[config.mk]
export PLATFORM = sky130hd
export DESIGN_NAME = zero_io_channels
export DESIGN_NICKNAME = d
export VERILOG_FILES = /design/src/rtl/zero_io_channels.sv
export SDC_FILE = /design/constraint.sdc
export NUM_CORES = 1
export LEC_CHECK = 0
export ABC_AREA = 1
export BUFFER_PORTS_ARGS = -buffer_cell sky130_fd_sc_hd__buf_2
export CAP_MARGIN = 10
export CORE_UTILIZATION = 50
export DETAILED_ROUTE_END_ITERATION = 8
export PLACE_DENSITY_LB_ADDON = 0.3
export RECOVER_POWER = 100
export REMOVE_ABC_BUFFERS = 1
export SETUP_SLACK_MARGIN = 0.15
export SYNTH_ARGS = -nofsm -noshare
export SYNTH_HDL_FRONTEND = slang
export SYNTH_SLANG_ARGS = --single-unit
[constraint.sdc]
create_clock -name clock -period 4.9 [get_ports clock]
set_input_delay 0.735 -clock clock [delete_from_list [all_inputs] [get_ports clock]]
set_output_delay 0.735 -clock clock [all_outputs]
set_load 0.02 [all_outputs]
[src/rtl/zero_io_channels.sv]
// Input/output channel unit for the zero machine: per-channel input FIFOs filled by a producer,
// output FIFOs drained by a consumer, and an op port (inSize/in/out) with a registered result.
module zero_io_channels #(
    parameter int MemoryElementWidth = 12,
    parameter int NChannels = 2,
    parameter int NIn = 8,
    parameter int NOut = 8,
    parameter bit OutOverwrite = 1'b1,
    localparam int CW = (NChannels > 1) ? $clog2(NChannels) : 1
) (
    input  logic                          clock,
    input  logic                          reset,
    input  logic                          inPushValid,
    input  logic [CW-1:0]                 inPushChannel,
    input  logic [MemoryElementWidth-1:0] inPushData,
    output logic                          inPushReady,
    input  logic                          opValid,
    input  logic [1:0]                    opCode,
    input  logic [CW-1:0]                 opChannel,
    input  logic [MemoryElementWidth-1:0] opData,
    output logic                          resValid,
    output logic [MemoryElementWidth-1:0] resData,
    output logic                          resError,
    output logic                          outValid,
    input  logic [CW-1:0]                 outSelect,
    output logic [MemoryElementWidth-1:0] outData,
    input  logic                          outTake,
    output logic [15:0]                   outDropped,
    output logic                          debugResp
);

    localparam int IPW = $clog2(NIn);
    localparam int OPW = $clog2(NOut);

    localparam logic [1:0] OpNop    = 2'd0;
    localparam logic [1:0] OpInSize = 2'd1;
    localparam logic [1:0] OpIn     = 2'd2;
    localparam logic [1:0] OpOut    = 2'd3;

    typedef enum logic {Idle, Resp} resStateT;

    resStateT resState, resStateNext;
    logic [MemoryElementWidth-1:0] resDataNext;
    logic resErrorNext;

    logic pushChOk, opChOk, outSelOk;
    logic [CW-1:0] pushIdx, opIdx, outSelIdx;

    logic [IPW:0] inCount [NChannels];
    logic [OPW:0] outCount [NChannels];
    logic [MemoryElementWidth-1:0] inHeadWord [NChannels];
    logic [MemoryElementWidth-1:0] outHeadWord [NChannels];
    logic [NChannels-1:0] takeHit, dropHit;

    // Out-of-range channels are steered to index 0 so array reads stay in bounds; the Ok flags gate any effect.
    assign pushChOk  = (int'(inPushChannel) < NChannels);
    assign opChOk    = (int'(opChannel) < NChannels);
    assign outSelOk  = (int'(outSelect) < NChannels);
    assign pushIdx   = pushChOk ? inPushChannel : '0;
    assign opIdx     = opChOk ? opChannel : '0;
    assign outSelIdx = outSelOk ? outSelect : '0;

    assign inPushReady = pushChOk && (inCount[pushIdx] != (IPW+1)'(NIn));
    assign outValid    = outSelOk && (outCount[outSelIdx] != '0);
    assign outData     = outHeadWord[outSelIdx];

    for (genvar ch = 0; ch < NChannels; ch++) begin : gChan
        logic [MemoryElementWidth-1:0] inMem [NIn];
        logic [MemoryElementWidth-1:0] outMem [NOut];
        logic [IPW-1:0] inHead, inTail;
        logic [OPW-1:0] outHead, outTail;
        logic [IPW:0] inCnt;
        logic [OPW:0] outCnt;
        logic opHere, doPush, doPop, outOpHere, outFull, outWrite, outAdvance;

        assign opHere    = opValid && opChOk && (opIdx == CW'(ch));
        assign doPush    = inPushValid && inPushReady && (pushIdx == CW'(ch));
        assign doPop     = opHere && (opCode == OpIn) && (inCnt != '0);
        assign outOpHere = opHere && (opCode == OpOut);
        assign outFull   = (outCnt == (OPW+1)'(NOut));
        assign takeHit[ch] = outTake && outSelOk && (outSelIdx == CW'(ch)) && (outCnt != '0);
        // A same-cycle take frees the slot, so a full FIFO only drops when nothing is taken.
        assign dropHit[ch] = outOpHere && outFull && !takeHit[ch];
        assign outWrite    = outOpHere && (!outFull || takeHit[ch] || OutOverwrite);
        assign outAdvance  = takeHit[ch] || (outOpHere && outFull && OutOverwrite);

        always_ff @(posedge clock or negedge reset) begin
            if (!reset) begin
                inHead  <= '0;
                inTail  <= '0;
                inCnt   <= '0;
                outHead <= '0;
                outTail <= '0;
                outCnt  <= '0;
            end else begin
                if (doPush) inTail <= inTail + IPW'(1);
                if (doPop) inHead <= inHead + IPW'(1);
                inCnt <= inCnt + (IPW+1)'(doPush) - (IPW+1)'(doPop);
                if (outWrite) outTail <= outTail + OPW'(1);
                if (outAdvance) outHead <= outHead + OPW'(1);
                outCnt <= outCnt + (OPW+1)'(outWrite) - (OPW+1)'(outAdvance);
            end
        end

        always_ff @(posedge clock) begin
            if (doPush) inMem[inTail] <= inPushData;
            if (outWrite) outMem[outTail] <= opData;
        end

        assign inCount[ch]     = inCnt;
        assign outCount[ch]    = outCnt;
        assign inHeadWord[ch]  = inMem[inHead];
        assign outHeadWord[ch] = outMem[outHead];
    end

    always_comb begin
        resStateNext = Idle;
        resDataNext  = '0;
        resErrorNext = 1'b0;
        if (opValid && (opCode != OpNop)) begin
            resStateNext = Resp;
            if (!opChOk) begin
                resErrorNext = 1'b1;
            end else begin
                case (opCode)
                    OpInSize: resDataNext = MemoryElementWidth'(inCount[opIdx]);
                    OpIn: begin
                        if (inCount[opIdx] == '0) resErrorNext = 1'b1;
                        else resDataNext = inHeadWord[opIdx];
                    end
                    OpOut: resErrorNext = !OutOverwrite && (|dropHit);
                    default: ;
                endcase
            end
        end
    end

    always_ff @(posedge clock or negedge reset) begin
        if (!reset) begin
            resState   <= Idle;
            resData    <= '0;
            resError   <= 1'b0;
            outDropped <= '0;
        end else begin
            resState <= resStateNext;
            resData  <= resDataNext;
            resError <= resErrorNext;
            if ((|dropHit) && (outDropped != 16'hFFFF)) outDropped <= outDropped + 16'd1;
        end
    end

    assign resValid  = (resState == Resp);
    assign debugResp = (resState == Resp);

endmodule

[Word level (Yosys, flattened, before mapping)]
Memories as Yosys holds them, arrays and structs flattened.
Index checks and enable logic that the tools add are counted.
Word-level totals
  input bits: 34
  memory bits (read-only): 0
  latch bits: 0
  flip-flop bits (word level): 70
  output and inout bits: 45
  RAM bits: 384
  memories: 4
  word-level logic and storage cells: 116
Operators by class
  $lt $le $gt $ge: 3
  divide/modulo/power cells: 0
  multipliers: 0
  equality and inequality tests: 7
  add/subtract/negate cells: 17
  reductions and logical operators: 33
  bitwise operators: 6
  shift operators: 0
  muxes and demuxes: 30
Memories
  gChan[0].inMem: words 8, bits a word 12, read ports 1, clocked after memory_dff 0, wr ports 1, line 68  | logic [MemoryElementWidth-1:0] inMem [NIn];
  gChan[0].outMem: words 8, bits a word 12, read ports 1, clocked after memory_dff 0, wr ports 1, line 69  | logic [MemoryElementWidth-1:0] outMem [NOut];
  gChan[1].inMem: words 8, bits a word 12, read ports 1, clocked after memory_dff 0, wr ports 1, line 68
  gChan[1].outMem: words 8, bits a word 12, read ports 1, clocked after memory_dff 0, wr ports 1, line 69
Operators with widths (count)
  two-way mux 12 bit: 8
  two-way mux 4 bit: 9
  adder 3 x 1 -> 3 bit (second input constant): 8
  case mux 12 bit (2 select lines): 1
  logical AND 1 bit: 21
  nonzero test 4 bit: 5
  adder 16 x 1 -> 16 bit (second input constant): 1
  adder 4 x 1 -> 4 bit: 4
  != test 16 bit (second input constant): 1
  subtractor 4 x 1 -> 4 bit: 4
  two-way mux 1 bit: 12
  == test 4 bit (second input constant): 2
  >= comparator 2 bit (second input constant): 3
  inverter 1 -> 2 bit: 3
  == test 2 bit (second input constant): 2
  zero test 4 bit: 1
  != test 4 bit (second input constant): 1
  inverter 1 bit: 3
  == test 2 x 1 -> 1 bit (second input constant): 1
  zero test 1 bit: 2
  logical OR 1 bit: 2
  nonzero test 2 bit: 1
  OR reduction 2 bit: 1

[Longest topological paths before layout]
Gate-level depths: netlist of run 1.
  depth in word-level cells: 9
  gate-level depth with buffers: 12
  mapped depth without buffers: 12

[Least setup slack after synthesis of run 1]
Ideal clock, no wire load.
  kind: input to register
  start: in opCode[0]
  end: reg gChan[1].outCnt[2]
  setup time: 0.123 ns
  data arrival time: 2.385 ns
  buffers on the path: 0
  stages: 9
  required time: 4.777 ns
  setup slack: 2.392 ns
  cells stage by stage: ha_1 -> nand3_2 -> o21ai_1 -> ha_1 -> inv_1 -> ha_1 -> inv_1 -> fa_1 -> xnor2_1
On the way
  word-level cells in the longest chain between the ends: 5
  elaborated cells between the ends (all ways): 6
  classes of those cells: add/sub (2); eq/ne (1); reduce/logical (3)
Ends and longest elaborated chain
  start, declared: line 18  | input logic [1:0] opCode,
  == test 2 bit (*): line 79  | assign outOpHere = opHere && (opCode == OpOut);
  logical AND 1 bit (*): line 79
  branches (longest 2 deep; another with adder 4 x 1 -> 4 bit)
  subtractor 4 x 1 -> 4 bit (*): line 101  | outCnt <= outCnt + (OPW+1)'(outWrite) - (OPW+1)'(outAdvance);
  end signal, assigned: line 101
  end, declared: line 73  | logic [OPW:0] outCnt;
Mark *: on every way between the ends.
A chain may end at the register's enable or synchronous reset.

[Worst setup path in the final report of run 1]
  start: reg gChan[0].outHead[0]
  end: out outData[4]
On the way
  word-level cells in the longest chain between the ends: 4
Ends and longest elaborated chain
  start, declared: line 71  | logic [OPW-1:0] outHead, outTail;
  start signal, assigned: line 100  | if (outAdvance) outHead <= outHead + OPW'(1);
  memory (8 x 12 bit)
  two-way mux 12 bit (implied by the code) (3 in series): line 65  | assign outData = outHeadWord[outSelIdx];
  end, declared: line 26  | output logic [MemoryElementWidth-1:0] outData,
Every way passes these cells. The select of a mux whose other input is x is not followed.

==> key figures, run 1 <==
Power
  – VDD IR max: 0.000324 V
  – Pleak: 8.32 nW
  – Total chip power: 11.7 mW
  – P per Cell Area: 541 mW/mm^2

Setup path
  – Crit Path Class: reg -> out
  – Critical path data arrival time: 3.30 ns
  – CP max-delay cell: dfrtp_1
  – Kind of end point of the critical path: output pin
  – Critical path peak fanout: 51
  – Largest stage delay on the critical path: 1.37 ns
  – Worst Path Required: 4.16 ns
  – Startpoint Class: register
  – Worst path cell trace: buf_4 -> o211ai_1 -> nand3_1 -> nand3_1 -> nand2_1 -> clkbuf_1
  – Most numerous cell on the critical path: nand3_1

Timing
  – Max_slew headroom: -2.11%
  – Final slew viol count: 52
  – RSZ-0062 raised after global routing: false
  – Worst-margin pin slew: 1.53 ns
  – Final setup fails: 0
  – Final hold violations: 0
  – Final Cycle Share: 82.4%
  – Min Tclk post-route: 4.04 ns
  – Setup Skew: 0.0266 ns
  – Worst Setup Slack, final: 0.863 ns
  – Setup TNS: 0 ns
  – Fmax: 0.248 GHz
  – Final hold slack: 0.286 ns

Cells and area
  – Layout cells sized above 1: 4.87%
  – Share of the core filled with cells: 56.9%
  – Final std cells w/o fill: 2359
  – Post-route cell area: 0.0216 sq mm
  – Nets: 1881
  – Layout area overhead: 11.1%

Global route
  – Initial antenna violation count: 3
  – Pin count of the biggest net entering global routing: 71
  – Total gr overflow: 0
  – GRT Total Usage: 22.6%
  – First-pass GRT wire length: 67.2 mm
  – Number of global-route vias before repair: 12100

Hold path
  – Hold Crit Class: in -> async

Synthesis
  – Post-Syn Instances: 1750
  – Seq/Total Area, Yosys: 68.4%
  – Synthesized flop and latch total: 454
  – Yosys warnings: 0
  – Number of enable flip-flop cells after synthesis: 384
  – Cell variety after synth: 29
  – Mapped cell area: 0.0194 sq mm
  – Syn_area_per_cell: 11.1 sq um
  – Post-synth ARST share: 15.4%
  – Synth Flop Type: edfxtp_1

Drt
  – Post-DR vias/cell: 5.37
  – First drt pass iteration count: 5
  – Vias: 12700
  – Initial DRC Count: 1042
  – Remaining DRCs: 0
  – WL per Instance: 18.5 um
  – WL final: 43.6 mm
  – Post-route ant nets: 0

Floorplan
  – Die span in x: 199 um
  – Initial cell density of the core: 51.2%
  – Core area: 0.0379 sq mm
  – Die H: 199 um
  – # IOs: 79
  – Die ar.: 0.0396 sq mm
  – # rows: 71

Placed design
  – IO Port Bufs: 78
  – Cells after DPL: 2267
  – DP Area: 0.0201 sq mm
  – Detailed Place HPWL: 27.7 mm
  – Dpl ws: 1.83 ns
  – Placer Congestion: 0.858

Clock tree
  – CTS sink count: 454
  – CTS root buf: clkbuf_16
  – CTS tree: done
  – Clk_lat worst skew: 0.59 ns
  – Post-CTS Hold Buffers: 0
  – Worst-path clk slew: 0.06 ns
  – Number of H-tree levels: 2
  – Clock Path Buffers: 3
  – PostCTS Resize Cnt: 0
  – CTS buffer count: 48
  – Post-CTS setup repair buffer count: 0

Flow run
  – Max-capacitance violation count: 1

Status
  – Status: finished with violations
  – Failing checks: max-capacitance violations, max-slew violations
-- critical path, delay by kind of cell, from the launching register on --
family	cells	cell delay [ns]
buffers and inverters	2	0.80
AO/OA/AOI/OAI	1	0.18
flip-flops	1	1.37
AND/OR/NAND/NOR	3	0.35
-- kinds of logic (layout without fill, tap and decap cells) --
family / after synthesis / after routing / synth area share, %
flops: 454 / 454 / 68.4
other cells: 0 / 1 / 0
compound gates: 221 / 221 / 6.49
xor+xnor: 30 / 30 / 1.35
buf+inv: 263 / 360 / 5.51
simple gates: 743 / 743 / 15.6
fa+ha+maj: 39 / 39 / 2.67
-- layer usage --
layer	track usage (%)	share of wire [%]	vias up
li1	-	-	6048
met1	29.3	41	6122
met2	37.8	49	400
met3	3.61	5.9	92
met4	9.83	3.6	4
met5	0	0.057	-
-- report_power, final --
part	switching [mW]	internal [mW]	total, mW
clock network	1.44	2.04	3.48
registers	0.468	4.52	4.99
logic	2.14	1.05	3.19
-- Yosys cell counts, types with 4 or more instances --
cell / count / area share (%)
a21oi_1: 38 / 0.98
buf_1: 8 / 0.15
buf_2: 28 / 0.72
buf_6: 5 / 0.29
clkbuf_1: 37 / 0.72
dfrtp_1: 70 / 9.0
edfxtp_1: 384 / 59
fa_1: 4 / 0.41
ha_1: 35 / 2.3
inv_1: 179 / 3.5
nand2_1: 374 / 7.2
nand3_1: 141 / 3.6
nand4_1: 10 / 0.32
nor2_1: 206 / 4.0
nor3_1: 5 / 0.13
o211ai_1: 62 / 2.4
o21ai_0: 115 / 3.0
o21ai_1: 6 / 0.15
xnor2_1: 12 / 0.54
xor2_1: 18 / 0.81
-- state kept, by name, indices dropped and copies added (netlist names) --
register and flops:
outDropped 16, gChan.inMem 192, gChan.inTail 6, gChan.outCnt 8
resData 12, gChan.outTail 6, resError 1, gChan.inCnt 8
debugResp 1, gChan.outHead 6, gChan.inHead 6, gChan.outMem 192
-- final timing paths --
path | endpoint | slack [ns] | from | cells after the start
min in group clock | debugResp | 0.49 | opValid | 3
setup reg to reg | gChan[0].inMem[4][5] | 1.89 | gChan[1].inCnt[1] | 6
hold reg to reg | outDropped[15] | 0.52 | outDropped[15] | 2
max in group asynchronous | gChan[0].inHead[0] | 3.91 | reset | 1
hold / removal | outDropped[14] | 0.29 | reset | 1
setup / recovery | outData[4] | 0.86 | gChan[0].outHead[0] | 6
-- layout by cell type, fill, tap and decap left out, types with 13 or more instances in the layout --
cell type / n
o21ai_0: 120
inv_1: 180
a21oi_1: 38
nand2_1: 375
edfxtp_1: 384
clkbuf_1: 84
o211ai_1: 62
dfrtp_1: 69
nor2_1: 207
nand3_1: 143
xor2_1: 18
ha_1: 35
clkbuf_16: 48
buf_2: 13
-- area by class of cell --
class	instances	area, sq um
Clock inverter	15	134
Timing Repair Buffer	88	400
Antenna cell	1	2.50
Inverter	183	688
Multi-Input combinational cell	1033	5050
Sequential cell	454	13300
Clock buffer	74	1380
Tap cell	511	639
Fill cell	3145	16400
Note: power is estimated with default switching activity, not from simulation.
==> inputs of run 2 (changes only) <==
Settings changed: ABC_AREA 1 to 0.
Clock period 4.9 ns to 3.2 ns, I/O delays scaled along.
==> key figures, run 2 <==
Synthesis
  – Yosys warnings: 0
  – Number of enable flip-flop cells after synthesis: 384
  – Syn_area_per_cell: 19.0 sq um
  – Seq/Total Area, Yosys: 72.4%
  – Synthesized flop and latch total: 454
  – Most frequent cells after synthesis: edfxtp_1 (384), mux4_2 (92), dfrtp_1 (70), ha_1 (35), nand2_1 (35)
  – Yosys top cell area share: 62.9%
  – Area leader, netlist: edfxtp_1
  – Post-synth ARST share: 15.4%
  – Most frequent cell after synthesis: edfxtp_1
  – Cell variety after synth: 45
  – Largest cells by area after synthesis: edfxtp_1 (63%), mux4_2 (11%), dfrtp_1 (9.6%), ha_1 (2.4%), mux2i_1 (1.5%)
  – Post-Syn Instances: 964
  – Synth Flop Type: edfxtp_1
  – Mapped cell area: 0.0183 sq mm

Cells and area
  – Post-route cell area: 0.0208 sq mm
  – Nets: 1169
  – Final std cells w/o fill: 1592
  – Layout area overhead: 13.4%
  – Layout cells sized above 1: 18.2%
  – Final-layout fill cell count: 2727
  – ANT cells: 0
  – Most frequent cells in the layout: edfxtp_1 (384), clkbuf_1 (109), mux4_2 (92), dfrtp_1 (69), clkbuf_16 (46)
  – Share of the core filled with cells: 58.0%
  – Most common library cell in the layout ignoring fill and taps: edfxtp_1
  – Top Registers: gChan.inMem (192), gChan.outMem (192), outDropped (16)

Drt
  – WL final: 34.3 mm
  – WL per Instance: 21.5 um
  – Vias: 8972
  – Post-route ant nets: 0
  – Initial DRC Count: 598
  – First drt pass iteration count: 6
  – Remaining DRCs: 4
  – Post-DR vias/cell: 5.64

Placed design
  – IO Port Bufs: 78
  – DP Area: 0.0196 sq mm
  – Placer Congestion: 0.786
  – Detailed Place HPWL: 21.7 mm
  – Cells after DPL: 1509

Clock tree
  – CTS buffer count: 46
  – PostCTS Resize Cnt: 2
  – Number of H-tree levels: 2
  – Post-CTS setup repair buffer count: 0
  – Clk_lat worst skew: 0.58 ns
  – CTS tree: done
  – Worst-path clk slew: 0.06 ns
  – Post-CTS Hold Buffers: 0
  – Clock Path Buffers: 3
  – CTS sink count: 454
  – CTS root buf: clkbuf_16

Floorplan
  – Die ar.: 0.0374 sq mm
  – Core area: 0.0358 sq mm
  – # rows: 69
  – Initial cell density of the core: 51.2%
  – Die span in x: 194 um
  – # IOs: 79
  – Die H: 194 um

Global route
  – Pin count of the biggest net entering global routing: 71
  – Initial antenna violation count: 1
  – GRT Total Usage: 19.0%
  – Total gr overflow: 0
  – First-pass GRT wire length: 53.9 mm
  – Number of global-route vias before repair: 9492

Setup path
  – Crit Path Class: reg -> out
  – Startpoint Class: register
  – Critical path data arrival time: 2.52 ns
  – Critical path peak fanout: 26
  – Kind of end point of the critical path: output pin
  – Worst Path Required: 2.72 ns

Power
  – Share of power burned in registers: 44.1%
  – VDD IR max: 0.000571 V
  – Clk pwr share: 31.9%
  – Pint: 12.3 mW
  – Combinational power share: 24.0%
  – Sw Ratio: 28.2%
  – Switching pwr: 4.82 mW
  – Pleak: 7.08 nW
  – P per Cell Area: 824 mW/mm^2

Hold path
  – Hold Crit Class: in -> reg

Timing
  – RSZ-0062 raised after global routing: false
  – Max_slew headroom: -22.3%
  – Setup Skew: 0.0232 ns
  – Final setup fails: 0
  – Setup TNS: 0 ns
  – Worst-margin pin slew: 1.83 ns
  – Final hold violations: 0
  – Min Tclk post-route: 3.00 ns
  – Final Cycle Share: 93.9%
  – Fmax: 0.333 GHz
  – Final slew viol count: 71

Status
  – Status: finished with violations
  – Failing checks: design-rule violations, max-capacitance violations, max-slew violations

Flow run
  – Max-capacitance violation count: 1
==> run 2: cell count changes in the layout (fill, tap and decap cells not counted), sizes merged, moves of 13 or more <==
cell	before	now
mux2	0	15
o21ai	121	0
inv	181	34
nand2	375	35
clkbuf	140	156
xnor2	12	25
nand3	143	11
a211oi	0	30
o211ai	62	0
mux2i	0	27
nor2	207	24
nor2b	0	24
mux4	0	92
a21oi	38	25
==> run 2: through the flow <==
step | hold slack, ns | power (mW) | worst slack [ns]
6_report | 0.277 | 17.1 | 0.196
5_1_grt | 0.269 | 18.0 | 0.0914
4_1_cts | 0.0827 | 17.4 | 0.152
3_5_place_dp | 0.486 | 12.0 | 0.478
3_3_place_gp | 0.476 | 11.8 | 0.537
2_1_floorplan | 0.184 | 10.5 | 0.360
==> run 2: worst max-delay path: stages (launching register included) <==
cell	delay, ns
dfrtp_1	0.37
buf_12	0.23
mux4_2	0.51
nor2b_1	0.15
a211oi_1	0.42
a21oi_1	0.08
buf_2	0.18
==> run 2: per-layer routing <==
| metal | part of all wire [%] | GRT usage (%) | up-vias |
|---|---|---|---|
| li1 | - | - | 4077 |
| met1 | 42 | 24.3 | 4658 |
| met2 | 51 | 32.5 | 180 |
| met3 | 4.6 | 3.61 | 55 |
| met4 | 2.4 | 6.87 | 2 |
| met5 | 0.038 | 0 | - |
==> run 2: layout make-up <==
type                            instances  area [sq um]  area share, %
Clock buffer                           52          1170           5.65
Clock inverter                         31           375           1.81
Inverter                               33           124          0.596
Multi-Input combinational cell        433          4680           22.5
Sequential cell                       454         13300           63.9
Tap cell                              461           577           2.77
Timing Repair Buffer                  128           579           2.79
==> run 2: final timing paths <==
kind	from	end	slack, ns	cells past startpoint
max in group asynchronous	reset	gChan[0].outHead[1]	1.59	1
min in group asynchronous	reset	outDropped[13]	0.40	1
max	gChan[0].outHead[0]	outData[9]	0.20	6
max reg2reg	gChan[1].inHead[1]	resData[2]	0.57	5
min reg2reg	outDropped[5]	outDropped[5]	0.50	1
min	opValid	debugResp	0.28	2
==> run 2: logic make-up after synthesis <==
group                    share of synthesized area [%]
XOR/XNOR                                          1.72
adder cells (fa/ha/maj)                           2.82
AO/OA/AOI/OAI                                     2.95
multiplexers                                      13.7
buffers and inverters                             1.96
flip-flops                                        72.4
AND/OR/NAND/NOR                                   4.41
==> run 2: power groups by stage <==
| stage | combinational [mW] | clock (mW) | sequential, mW |
|---|---|---|---|
| CTS | 4.29 | 5.58 | 7.58 |
| finish | 4.11 | 5.47 | 7.55 |
| detailed placement | 4.26 | 0 | 7.69 |
| floorplan | 2.65 | 0 | 7.89 |
| global route | 4.52 | 5.80 | 7.64 |
| global placement | 4.16 | 0 | 7.67 |
==> inputs of run 3 (changes only) <==
Settings changed: CELL_PAD_IN_SITES_DETAIL_PLACEMENT from default to 0, CELL_PAD_IN_SITES_GLOBAL_PLACEMENT from default to 2, CORE_UTILIZATION 50 to 43, SETUP_SLACK_MARGIN 0.15 to 0.05.
==> key figures, run 3 (synthesis results as in run 2) <==
Status
  – Status: finished with violations
  – Failing checks: max-capacitance violations, max-slew violations

Clock tree
  – CTS buffer count: 47
  – Clk_lat worst skew: 0.58 ns
  – Worst-path clk slew: 0.05 ns
  – CTS sink count: 454
  – Post-CTS Hold Buffers: 0
  – Clock Path Buffers: 3
  – CTS tree: done
  – PostCTS Resize Cnt: 0
  – CTS root buf: clkbuf_16
  – Post-CTS setup repair buffer count: 0
  – Number of H-tree levels: 2

Flow run
  – Max-capacitance violation count: 1

Drt
  – Post-DR vias/cell: 5.35
  – Vias: 8945
  – Remaining DRCs: 0
  – Post-route ant nets: 0
  – Initial DRC Count: 385
  – WL final: 36.1 mm
  – WL per Instance: 21.6 um
  – First drt pass iteration count: 4

Timing
  – Setup TNS: 0 ns
  – RSZ-0062 raised after global routing: false
  – Setup Skew: 0.0162 ns
  – Final slew viol count: 85
  – Min Tclk post-route: 2.95 ns
  – Final hold slack: 0.260 ns
  – Worst-margin pin slew: 1.91 ns
  – Final Cycle Share: 92.2%
  – Final setup fails: 0
  – Final hold violations: 0
  – Max_slew headroom: -27.2%
  – Fmax: 0.339 GHz

Hold path
  – Hold Path Cell Cnt: 2
  – Hold_sp: opValid
  – Hold Crit Class: in -> reg
  – WHS Endpoint: debugResp

Setup path
  – Largest stage delay on the critical path: 0.66 ns
  – Crit Path Class: reg -> out
  – Reg2Reg Launch Point: gChan[0].outCnt[1]
  – Critical path data arrival time: 2.47 ns
  – Reg2reg end: outDropped[9]
  – Kind of end point of the critical path: output pin
  – Worst path cell trace: buf_4 -> mux4_2 -> nor2b_1 -> a211oi_1 -> a21oi_1 -> clkbuf_2
  – CP max-delay cell: dfrtp_1
  – Worst Path Required: 2.72 ns
  – Critical path peak fanout: 12
  – CP delay by family, top: flip-flops
  – R2r worst-path depth: 5
  – Startpoint Class: register
  – Worst path bufs/invs: 2
  – FF-to-FF setup slack: 0.45 ns

Floorplan
  – Core area: 0.0420 sq mm
  – # IOs: 79
  – Die H: 209 um
  – # rows: 75
  – Die span in x: 209 um
  – Die ar.: 0.0435 sq mm
  – Initial cell density of the core: 43.6%

Power
  – P per Cell Area: 817 mW/mm^2
  – VDD IR max: 0.000516 V
  – Pleak: 7.11 nW

Cells and area
  – Top Registers: gChan.inMem (192), gChan.outMem (192), outDropped (16)
  – Post-route cell area: 0.0209 sq mm
  – Most frequent cells in the layout: edfxtp_1 (384), clkbuf_1 (109), mux4_2 (92), dfrtp_1 (70), clkbuf_16 (47)
  – Layout cells sized above 1: 19.4%
  – Final std cells w/o fill: 1673
  – ANT cells: 0
  – Most common library cell in the layout ignoring fill and taps: edfxtp_1
  – Nets: 1174
  – Layout area overhead: 14.0%

Global route
  – Pin count of the biggest net entering global routing: 71
  – GRT Total Usage: 17.2%
  – First-pass GRT wire length: 56.2 mm
  – Number of global-route vias before repair: 9523
  – Total gr overflow: 0
  – Initial antenna violation count: 3

Placed design
  – Placer Congestion: 0.730
  – Detailed Place HPWL: 22.7 mm
  – IO Port Bufs: 78
  – Cells after DPL: 1591
  – DP Area: 0.0197 sq mm
## run 3: per-layer routing
metal  track usage [%]  vias to the layer above  routed length, um
li1                  -                     4084                  -
met1              21.6                     4627              15300
met2              29.7                      165              18300
met3              3.68                       65               1580
met4              5.64                        4                932
met5                 0                        -                 23
## run 3: area by class of cell
type                    instances  area (sq um)
repair buffers                132           613
well taps                     539           674
multi-input cells             433          4690
flip-flops and latches        454         13300
fillers                      3464         21100
clock buffers                  67          1320
inverters                      33           124
clock inverters                15           193
## run 3: stage by stage
step                      setup WS, ns  utilization, %  total power [mW]
after global placement           0.581            46.8              12.0
after CTS                       0.0883            50.4              17.4
final                            0.250            49.7              17.1
after global routing            0.0723            49.7              18.0
after floorplan                  0.360               -              10.5
after detailed placement         0.576            46.8              12.0
## run 3: how the worst max path moves through the flow
stage                              from               endpoint  cells past startpoint
global placement              opCode[0]     gChan[1].outCnt[1]                     10
detailed placement            opCode[0]     gChan[1].outCnt[2]                     10
CTS                 gChan[0].outHead[0]             outData[7]                      6
global route        gChan[0].outHead[1]             outData[5]                      6
floorplan                     opCode[0]  gChan[1].outMem[2][0]                      4
finish              gChan[0].outHead[1]            outData[10]                      6
## run 3: where the power goes
part / switching (mW) / total, mW / internal (mW)
sequential: 0.618 / 7.57 / 6.96
clock: 2.22 / 5.34 / 3.12
combinational: 2.07 / 4.16 / 2.10
total: 4.91 / 17.1 / 12.2
